$ cat config.mk
export PLATFORM = sky130hd
export DESIGN_NAME = sar_search
export DESIGN_NICKNAME = d
export VERILOG_FILES = /design/src/rtl/sar_search.sv
export SDC_FILE = /design/constraint.sdc
export NUM_CORES = 1
export LEC_CHECK = 0
export ABC_AREA = 1
export CORE_MARGIN = 1.5
export CORE_UTILIZATION = 40
export DETAILED_ROUTE_END_ITERATION = 10
export SLEW_MARGIN = 25
export SYNTH_ARGS = -nofsm -noshare
export SYNTH_HDL_FRONTEND = slang
export SYNTH_SLANG_ARGS = --single-unit
$ cat constraint.sdc
create_clock -name clk -period 2.75 [get_ports clk]
set_clock_uncertainty 0.05 [all_clocks]
set_input_delay 0.4125 -clock clk [delete_from_list [all_inputs] [get_ports clk]]
set_output_delay 0.4125 -clock clk [all_outputs]
set_load 0.02 [all_outputs]
$ cat src/rtl/sar_search.sv
// Successive-approximation search controller driving a magnitude comparator, MSB first.
// Optional SAR_EARLY_EXIT_EN: finish the search on the first valid equal flag.
module sar_search #(
    parameter int unsigned WIDTH = 4
) (
    input  logic             clk,
    input  logic             rst_n,
    input  logic             start,
    input  logic             greater,
    input  logic             lesser,
    input  logic             equal,
    output logic [WIDTH-1:0] trial,
    output logic             busy,
    output logic             done,
    output logic [WIDTH-1:0] result,
    output logic             exact,
    output logic             err
);

    localparam int unsigned IW = $clog2(WIDTH);

    localparam logic [1:0] IDLE   = 2'd0;
    localparam logic [1:0] SEARCH = 2'd1;
    localparam logic [1:0] DONE   = 2'd2;

    logic [1:0]       state, state_n;
    logic [IW-1:0]    idx, idx_n;
    logic [WIDTH-1:0] p, p_n;
    logic [WIDTH-1:0] trial_n, result_n;
    logic             busy_n, done_n, exact_n, err_n;

    logic [WIDTH-1:0] p_step;
    logic             flags_valid;
    logic             early_stop;
    logic             finish;

    // State and output registers
    always_ff @(posedge clk or negedge rst_n) begin
        if (!rst_n) begin
            state  <= IDLE;
            idx    <= '0;
            p      <= '0;
            trial  <= '0;
            result <= '0;
            busy   <= 1'b0;
            done   <= 1'b0;
            exact  <= 1'b0;
            err    <= 1'b0;
        end else begin
            state  <= state_n;
            idx    <= idx_n;
            p      <= p_n;
            trial  <= trial_n;
            result <= result_n;
            busy   <= busy_n;
            done   <= done_n;
            exact  <= exact_n;
            err    <= err_n;
        end
    end

    // Next-state and next-output logic
    always_comb begin
        state_n     = state;
        idx_n       = idx;
        p_n         = p;
        trial_n     = trial;
        result_n    = result;
        busy_n      = busy;
        done_n      = 1'b0;
        exact_n     = exact;
        err_n       = err;
        finish      = 1'b0;
        flags_valid = ({greater, lesser, equal} == 3'b100) ||
                      ({greater, lesser, equal} == 3'b010) ||
                      ({greater, lesser, equal} == 3'b001);
        // A lesser or equal answer keeps the trial bit, so the new partial code is the trial itself
        p_step      = greater ? p : trial;
        early_stop  = 1'b0;
`ifdef SAR_EARLY_EXIT_EN
        early_stop  = equal;
`endif

        case (state)
            IDLE: begin
                if (start) begin
                    state_n = SEARCH;
                    idx_n   = IW'(WIDTH - 1);
                    p_n     = '0;
                    trial_n = WIDTH'(1) << (WIDTH - 1);
                    exact_n = 1'b0;
                    err_n   = 1'b0;
                    busy_n  = 1'b1;
                end
            end
            SEARCH: begin
                if (!flags_valid) begin
                    err_n    = 1'b1;
                    result_n = p;
                    trial_n  = p;
                    finish   = 1'b1;
                end else if (early_stop) begin
                    result_n = trial;
                    trial_n  = trial;
                    exact_n  = 1'b1;
                    finish   = 1'b1;
                end else if (idx == '0) begin
                    result_n = p_step;
                    trial_n  = p_step;
                    exact_n  = exact | equal;
                    finish   = 1'b1;
                end else begin
                    idx_n    = idx - IW'(1);
                    p_n      = p_step;
                    trial_n  = p_step | (WIDTH'(1) << (idx - IW'(1)));
                    exact_n  = exact | equal;
                end
                if (finish) begin
                    state_n = DONE;
                    busy_n  = 1'b0;
                    done_n  = 1'b1;
                end
            end
            DONE: begin
                state_n = IDLE;
                busy_n  = 1'b0;
            end
            default: begin
                state_n = IDLE;
                busy_n  = 1'b0;
            end
        endcase
    end

endmodule

==> metrics.csv <==
stage;metric;value;unit
outcome;status;finished clean;
clock_tree;CTS Buf Count;3;
worst_setup_path;reg2reg end;result[0];
yosys;Seq cells post-synth;19;
worst_setup_path;reg2reg start;state[0];
worst_setup_path;crit path from;state[0];
grt;overflow left after global routing;0;
clock_tree;Post-CTS Setup Repair Bufs;0;
worst_setup_path;reg-to-reg slack, setup;0.95;ns
worst_hold_path;Hold Path Class;reg2reg;
floorplanning;die height;54.8;um
floorplanning;I/O pin total;18;
sta;Worst Max-Slew Pin Slew;0.858;ns
cells_and_area;Util after Layout;0.516;
grt;global-route wire length before repair;4080;um
yosys;synthesized net count;153;
power;Reg power frac;0.363;
cells_and_area;commonest non-fill, non-tap cell in the layout;nand2_1;
cells_and_area;Antenna Cells;0;
power;worst vdd ir;543;uV
grt;vias in the first global route;958;
cells_and_area;commonest cells after routing, fill and taps aside;nand2_1, dfrtp_1, inv_1;
worst_setup_path;delay-heaviest family, CP;simple AND/OR/NAND/NOR gates;
worst_setup_path;Critical Path RT;2.89;ns
yosys;Cells after Synth;145;
sta;Hold Fails Final Rpt;0;
cells_and_area;layout overhead on the synthesized area;20.2;%
clock_tree;worst skew pair latency;0.30;ns
clock_tree;clk root buf;clkbuf_4;
clock_tree;number of clock sinks;19;
placement;port bufs;17;
sta;setup TNS;0;ns
route;drt wl/cell;12.0;um
worst_setup_path;Worst setup EP type;flop;
worst_setup_path;cells on worst reg2reg path;7;
power;Switch Pwr;0.585;mW
sta;RSZ-0062 raised after global routing;false;
clock_tree;CTS Buffer Depth;2;
cells_and_area;post-route design area;0.00129;mm^2
floorplanning;# rows;18;
grt;initial antenna violation count;0;
yosys;Mapped Area;0.00107;mm^2
power;internal power;0.694;mW
grt;gr usage total;0.193;
route;vias per inst;4.91;
worst_setup_path;worst setup path endpoint;result[0];
power;share of total power in combinational logic;0.529;
worst_setup_path;cell mode on critical path;nand2_1;
route;Final ANT Viol Nets;0;
worst_setup_path;Crit path depth;7;
yosys;Post-Syn Area per Cell;7.40;um^2
grt;GR Util met2;0.321;
clock_tree;H-tree depth;1;
yosys;register area share after synthesis;0.443;
worst_setup_path;Arr. time, crit path;1.94;ns
floorplanning;Die Wd;54.8;um
grt;GR Util met3;0.0628;
floorplanning;Core Area;0.00250;mm^2
worst_setup_path;Max stage delay on crit path;0.41;ns
power;Pleak;0.709;nW
worst_setup_path;WP buf/inv;2;
route;drt drc;0;
yosys;Cell variety after synth;20;
grt;met1 Usage GRT;0.233;
clock_tree;hold_buf cts;0;
floorplanning;Initial Utilization;0.429;
floorplanning;Die ar.;0.00300;mm^2
cells_and_area;filler instances;261;
clock_tree;post-cts sizing count;0;
clock_tree;Clock Pin Slew Worst Setup and Hold Paths;0.11;ns
worst_setup_path;startpoint types;flop;
route;TritonRoute pass-1 iters;4;
power;switching portion of total power;0.457;
job;Max Cap Viol;0;
sta;crit path time final;1.80;ns
worst_setup_path;worst-path fanout max;11;
placement;routability cong.;0.910;
power;PwrDens;992;mW/mm^2
route;drt initial violations;19;
sta;Final Max Slew Viols;0;
worst_setup_path;crit path cell chain;inv_1 > nor2_2 > nand3_2 > nand2_2 > inv_2 > nand2_1 > nand2_1;
worst_setup_path;CP max stage cell;nor2_2;
cells_and_area;share of cells above drive strength 1;0.0976;
power;clock share of power;0.109;
route;via count;952;
placement;Post-DP Area;0.00126;mm^2
sta;fmax;0.556;GHz
worst_setup_path;WS Path Type;reg2reg;
sta;max_slew headroom;0.426;
placement;Final HPWL DP;1760;um
route;Routed WL;2330;um
yosys;YS warnings;0;
grt;GRT Max-Usage Layer;met2;
cells_and_area;# nets final;173;
clock_tree;CTS tree;yes;
sta;Final Cycle Share;0.654;
grt;largest net degree at the start of global routing;20;
sta;Final setup viols;0;
## flip-flops by register name (all words and copies together) (netlist names)
register / count
idx: 2
err: 1
trial: 4
state: 2
done: 1
p: 4
exact: 1
result: 4
## cell families (layout without fill, tap and decap cells)
logic type / count (synthesis) / in the layout / share of synthesized area
adder cells (fa/ha/maj): 2 / 2 / 0.0233
buffers and inverters: 22 / 41 / 0.0875
AO/OA/AOI/OAI: 9 / 9 / 0.0455
AND/OR/NAND/NOR: 93 / 93 / 0.400
flip-flops: 19 / 19 / 0.443
## power groups by stage
| stage | Clock, mW | Sequential (mW) | Combinational (mW) |
|---|---|---|---|
| final | 0.139 | 0.464 | 0.676 |
| after CTS | 0.148 | 0.462 | 0.683 |
| after global routing | 0.161 | 0.474 | 0.774 |
| after floorplan | 0 | 0.534 | 0.385 |
| after global placement | 0 | 0.467 | 0.672 |
| after detailed placement | 0 | 0.468 | 0.681 |
## worst min path at each step
stage / depth (start not counted) / start / endpoint
global placement: 2 / result[1] / result[1]
floorplan: 0 / rst_n / done
finish: 2 / result[2] / result[2]
detailed placement: 2 / result[2] / result[2]
global route: 2 / result[3] / result[3]
CTS: 2 / result[2] / result[2]
## synthesized netlist by cell type
master    n  area (um^2)
a21oi_1   2         10.0
a21oi_2   1         8.76
buf_4     1         7.51
buf_6     1         11.3
dfrtp_1  19          475
ha_1      2         25.0
inv_1    18         67.6
inv_2     2         7.51
nand2_1  67          251
nand2_2   3         18.8
nand3_1   7         35.0
nand3_2   2         20.0
nand3_4   2         35.0
nand4_1   7         43.8
nor2_1    2         7.51
nor2_2    1         6.26
nor3_1    1         5.00
o21ai_0   5         25.0
o21ai_1   1         5.00
or2_2     1         6.26
## metal layers
metal	vias to the layer above	share of wire
met5	-	0
met4	0	0.013
met3	4	0.034
met2	18	0.47
met1	437	0.48
li1	493	-
## worst reg2reg max path: stages (launching register included)
cell	delay, ns
dfrtp_1	0.39
inv_1	0.08
nor2_2	0.41
nand3_2	0.37
nand2_2	0.22
inv_2	0.07
nand2_1	0.06
nand2_1	0.04
## layout make-up
class | count | area [um^2] | share of cell area
Timing Repair Buffer | 17 | 170 | 0.132
Inverter | 20 | 75.1 | 0.0583
Tap cell | 30 | 37.5 | 0.0291
Clock buffer | 3 | 22.5 | 0.0175
Sequential cell | 19 | 475 | 0.369
Clock inverter | 1 | 5.00 | 0.00388
Multi-Input combinational cell | 104 | 503 | 0.390
## metrics by stage
step	setup slack, ns	total power [mW]	hold slack [ns]	cells
floorplan	1.36	0.919	0.0669	145
global placement	0.720	1.14	0.413	190
detailed placement	0.651	1.15	0.411	190
CTS	0.957	1.29	0.437	194
global route	0.795	1.41	0.467	194
finish	0.951	1.28	0.429	194
(Power assumes the default switching activity.)
